$ cat src/rtl/led_pkg.sv
// Shared constants, channel state type and level-to-duty mapping for the LED fade driver.
// Define LED_GAMMA_EN to map levels through the gamma table instead of using them directly.
package led_pkg;

  localparam int LED_N      = 8;
  localparam int LEVEL_MAX  = 15;
  localparam int PWM_PERIOD = 15;

  typedef enum logic [1:0] {
    ST_OFF  = 2'd0,
    ST_RISE = 2'd1,
    ST_ON   = 2'd2,
    ST_FALL = 2'd3
  } ch_state_t;

  localparam logic [3:0] GAMMA_LUT [16] = '{
    4'd0, 4'd0, 4'd0, 4'd1, 4'd1, 4'd1, 4'd2, 4'd2,
    4'd3, 4'd4, 4'd5, 4'd6, 4'd8, 4'd10, 4'd12, 4'd15
  };

`ifdef LED_GAMMA_EN
  localparam bit GAMMA_ON = 1'b1;
`else
  localparam bit GAMMA_ON = 1'b0;
`endif

  function automatic logic [3:0] level_to_duty(input logic [3:0] level);
    return GAMMA_ON ? GAMMA_LUT[level] : level;
  endfunction

endpackage

$ cat src/rtl/led_fade_ch.sv
// One LED channel: fade FSM, brightness level and registered PWM compare.
//   state   | meaning
//   ST_OFF  | dark, level held at 0, waiting for pattern bit
//   ST_RISE | level stepping up on each fade tick
//   ST_ON   | fully lit, level held at max
//   ST_FALL | level stepping down on each fade tick
module led_fade_ch
  import led_pkg::*;
(
  input  logic       clk,
  input  logic       rst,
  input  logic       i_pat,
  input  logic       i_fade_tick,
  input  logic [3:0] i_pwm_cnt,
  output logic       o_led,
  output logic       o_active
);

  localparam logic [3:0] LVL_TOP = 4'(LEVEL_MAX);

  ch_state_t  r_state;
  logic [3:0] r_level;
  logic       r_led;

  // A pattern-driven state change never steps the level in the same cycle.
  always_ff @(posedge clk or negedge rst) begin
    if (!rst) begin
      r_state <= ST_OFF;
      r_level <= 4'd0;
      r_led   <= 1'b0;
    end else begin
      r_led <= (i_pwm_cnt < level_to_duty(r_level));
      case (r_state)
        ST_OFF: begin
          if (i_pat) r_state <= ST_RISE;
        end
        ST_RISE: begin
          if (!i_pat) begin
            r_state <= ST_FALL;
          end else if (r_level == LVL_TOP) begin
            r_state <= ST_ON;
          end else if (i_fade_tick) begin
            r_level <= r_level + 4'd1;
            if (r_level == LVL_TOP - 4'd1) r_state <= ST_ON;
          end
        end
        ST_ON: begin
          if (!i_pat) r_state <= ST_FALL;
        end
        ST_FALL: begin
          if (i_pat) begin
            r_state <= ST_RISE;
          end else if (r_level == 4'd0) begin
            r_state <= ST_OFF;
          end else if (i_fade_tick) begin
            r_level <= r_level - 4'd1;
            if (r_level == 4'd1) r_state <= ST_OFF;
          end
        end
        default: r_state <= ST_OFF;
      endcase
    end
  end

  assign o_led    = r_led;
  assign o_active = (r_state == ST_RISE) || (r_state == ST_FALL);

endmodule

$ cat src/rtl/led_fade_driver.sv
// Eight-channel LED fade driver: shared PWM counter and fade prescaler feeding per-channel faders.
// Duty mapping is linear unless LED_GAMMA_EN is defined.
module led_fade_driver
  import led_pkg::*;
#(
  parameter int FADE_DIV = 16
) (
  input  logic             clk,
  input  logic             rst,
  input  logic [LED_N-1:0] pattern,
  output logic [LED_N-1:0] led,
  output logic             busy,
  output logic             frame
);

  localparam logic [3:0]  PWM_TOP   = 4'(PWM_PERIOD - 1);
  localparam logic [15:0] PRESC_TOP = 16'(FADE_DIV - 1);

  logic [LED_N-1:0] r_pat;
  logic [3:0]       r_pwm_cnt;
  logic [15:0]      r_presc;
  logic             r_busy;
  logic             r_frame;
  logic             w_fade_tick;
  logic [LED_N-1:0] w_active;

  assign w_fade_tick = (r_presc == PRESC_TOP);

  always_ff @(posedge clk or negedge rst) begin
    if (!rst) begin
      r_pat     <= '0;
      r_pwm_cnt <= 4'd0;
      r_presc   <= 16'd0;
      r_busy    <= 1'b0;
      r_frame   <= 1'b0;
    end else begin
      r_pat     <= pattern;
      r_pwm_cnt <= (r_pwm_cnt == PWM_TOP) ? 4'd0 : r_pwm_cnt + 4'd1;
      r_presc   <= w_fade_tick ? 16'd0 : r_presc + 16'd1;
      r_busy    <= |w_active;
      r_frame   <= (r_pwm_cnt == 4'd0);
    end
  end

  for (genvar g = 0; g < LED_N; g++) begin : g_ch
    led_fade_ch u_ch (
      .clk         (clk),
      .rst         (rst),
      .i_pat       (r_pat[g]),
      .i_fade_tick (w_fade_tick),
      .i_pwm_cnt   (r_pwm_cnt),
      .o_led       (led[g]),
      .o_active    (w_active[g])
    );
  end

  assign busy  = r_busy;
  assign frame = r_frame;

endmodule
$ cat config.mk
export PLATFORM = sky130hd
export DESIGN_NAME = led_fade_driver
export DESIGN_NICKNAME = d
export VERILOG_FILES = /design/src/rtl/led_pkg.sv /design/src/rtl/led_fade_ch.sv /design/src/rtl/led_fade_driver.sv
export SDC_FILE = /design/constraint.sdc
export NUM_CORES = 1
export LEC_CHECK = 0
export ABC_AREA = 1
export CAP_MARGIN = 10
export CORE_MARGIN = 10
export CORE_UTILIZATION = 55
export DETAILED_ROUTE_END_ITERATION = 7
export GPL_TIMING_DRIVEN = 0
export PLACE_DENSITY = 0.69
export SLEW_MARGIN = 10
export SYNTH_ARGS = -nofsm -noshare
export SYNTH_HDL_FRONTEND = slang
export SYNTH_SLANG_ARGS = --single-unit
export TNS_END_PERCENT = 30
$ cat constraint.sdc
create_clock -name clk -period 3.65 [get_ports clk]
set_input_delay 0.5475 -clock clk [delete_from_list [all_inputs] [get_ports clk]]
set_output_delay 0.5475 -clock clk [all_outputs]
set_load 0.02 [all_outputs]
==> metrics <==
outcome=finished, final reports clean; grt ovf=0; CTS tree=built; vias in the first global route=5343; Pre-antenna DRT Iters=6; Logic pwr share=55.5%; initial DRC count=331; die area=16900 µm²; io pins=20; starting density of the core=55.9%; GR Util met2=28.8%; Top FF cell, synth=dfrtp_1; routed length per instance=13.5 µm; max-slew violations=0; Clk pin slew, worst setup/hold paths=60 ps; CTS Hold Bufs=0; I/O Buffers=19; antenna cells=0; later-pin clock latency in the skew report=350 ps; commonest non-fill, non-tap cell in the layout=nand2_1; # H-tree levels=3; Die X=130 µm; nets=988; Max VDD drop=between 300 and 400 µV; final hold vios=0; clk_skew=6.20 ps; Worst path top cell family by delay=buffers and inverters; most frequent cells in the layout=nand2_1 (205), inv_1 (111), ha_1 (97), dfrtp_1 (86), nand3_1 (73); Routed Wire Length=between 10 and 15 mm; Least-Margin Pin Slew=around 600 ps; Setup Buffers After CTS=0; final worst setup slack=1710 ps; xor and xnor fraction of the mapped netlist area=5.53%; Leak=3.77 nW; max-cap violation count=0; core area=11900 µm²; Residual DRC=0; Post-Syn Area=6650 µm²; Post-Synthesis Cells=850; clock root cell=clkbuf_16; Clock Power Share=15.7%; clk sink count=86; #FFs+latches synth=86; share of layout cells above drive strength 1=7.56%; Critical-path top delay cell=clkdlybuf4s50_1; Post-Synth Simple-Gate Area=27.4%; Area Growth Syn to Fin=10.0%; EDFF count, synth=0; Int Power=between 0.002 and 0.003 W; GP Congestion=0.882; max_slew headroom=60.1%; Post-CTS Resized=0; met3 Use GR=between 2 and 3%; RSZ-0062 raised after global routing=false; period utilization=53.2%; Synth Area in Compound Gates=8.25%; # setup viols final=0; sw power=0.00248 W; worst path bufs/invs=2; Post-Synth Adder-Cell Area=a little under a fifth; gr usage total=about 18%; CP cell instances=buf_4 > clkdlybuf4s50_1; CP Class=flip-flop to primary output; initial antenna violation count=0; sequential cell area fraction in the yosys report=32.3%; HPWL Detailed=10.2 mm; GR peak layer=met2; cell area power density=736 nW/µm²; Crit Path Max Fanout=1; Longest Clk Path Bufs=2; count of different cell masters after synthesis=40; worst setup slack after placement=1770 ps; CP startpoint kind=flip-flop; Rows=40; largest family of logic cells by synthesized area=simple AND/OR/NAND/NOR gates; Via density=around 5.3; first-pass GRT wire length=24.2 mm; total CTS buffers=9; Pwr Total=0.00538 W; Net Count, Synth=about 960; fmax=roughly 510 MHz; Crit. End Element=primary output; multiplexer share of the synthesized area=0%; final core utilization=61.5%; largest net degree at the start of global routing=59; worst path arrival time=1400 ps; via count=5457; Avg Cell Area, Syn=7.83 µm²; fraction of registers with async set/reset=100%; Crit path largest cell delay=590 ps; Seq pwr share=around 29%; Synthesis Warnings=0; Worst EP required=3100 ps; Min Clock Period, post-route=between 1500 and 2000 ps; die height=130 µm; M1 GR Usage=between 20% and 30%; switch share=between 40% and 50%; antenna-violating nets left=0; path type of the worst min-delay path=input port to asynchronous set/reset pin
[power by group through the flow]
stage | registers (W) | logic (W) | clock network, W
4_1_cts | 0.00155 | 0.00300 | 0.000878
2_1_floorplan | 0.00148 | 0.00236 | 0
3_5_place_dp | 0.00156 | 0.00297 | 0
5_1_grt | 0.00160 | 0.00346 | 0.000914
3_3_place_gp | 0.00154 | 0.00287 | 0
6_report | 0.00155 | 0.00299 | 0.000846
[sequential cells by signal, indices dropped and copies added (netlist names)]
name,flops
busy,1
frame,1
g_ch.u_ch.o_led,8
g_ch.u_ch.r_level,32
g_ch.u_ch.r_state,16
r_pat,8
r_presc,16
r_pwm_cnt,4
[through the flow]
| stage | hold slack, ps | TNS, ps | instance area (µm²) | std cells |
|---|---|---|---|---|
| final | 120 | 0 | 7320 | 1033 |
| after global routing | 159 | 0 | 7320 | 1033 |
| after CTS | 132 | 0 | 7320 | 1033 |
| after detailed placement | 459 | 0 | 7050 | 1017 |
| after global placement | 446 | -96660 | 7030 | 1016 |
| after floorplan | 252 | 0 | 6650 | 850 |
[cells in the mapped netlist (5+ instances only)]
| cell | number | area [µm²] |
|---|---|---|
| nand2_1 | 205 | 769 |
| inv_1 | 111 | 417 |
| ha_1 | 97 | 1210 |
| dfrtp_1 | 86 | 2150 |
| nand3_1 | 73 | 365 |
| nor2_1 | 53 | 199 |
| o21ai_0 | 40 | 200 |
| xor2_1 | 31 | 272 |
| nand4_1 | 22 | 138 |
| a21oi_1 | 11 | 55.1 |
| o21ai_1 | 11 | 55.1 |
| xnor2_1 | 11 | 96.3 |
| a21o_1 | 8 | 60.1 |
| buf_4 | 8 | 60.1 |
| nand2_2 | 8 | 50.1 |
| o22ai_1 | 7 | 43.8 |
| nand3_2 | 6 | 60.1 |
| nor2_4 | 6 | 67.6 |
| clkbuf_1 | 5 | 18.8 |
| nor3_1 | 5 | 25.0 |
| o21bai_1 | 5 | 37.5 |
[logic make-up after synthesis]
family / count (synthesis)
simple gates: 398
compound gates: 93
xor+xnor: 42
fa+ha+maj: 97
flops: 86
buf+inv: 134
[layout make-up]
class	count	area [µm²]
Tap cell	147	184
Fill cell	1037	4590
Timing Repair Buffer	20	215
Clock buffer	10	229
Sequential cell	86	2150
Clock inverter	6	38.8
Inverter	114	428
Buffer	20	120
Multi-Input combinational cell	630	3950
[metal layers]
layer / up-vias / wire length [µm]
met3: 32 / 556
met2: 122 / 6530
li1: 2801 / -
met5: - / 0
met1: 2502 / 6410
met4: 0 / 450
[final timing paths]
path,from,end,slack [ps],cells after the start
min in group clk,r_presc[0],r_presc[0],470,1
max in group asynchronous,rst,g_ch[3].u_ch.r_state[1],2910,2
worst min register to register,r_presc[0],r_presc[0],470,1
worst min-delay path,rst,g_ch[7].u_ch.r_level[1],120,1
worst max-delay path,g_ch[3].u_ch.o_led,led[3],1710,2
worst max register to register,r_presc[0],g_ch[1].u_ch.r_level[2],1740,8
No activity file was read; power rests on OpenSTA's default activity.
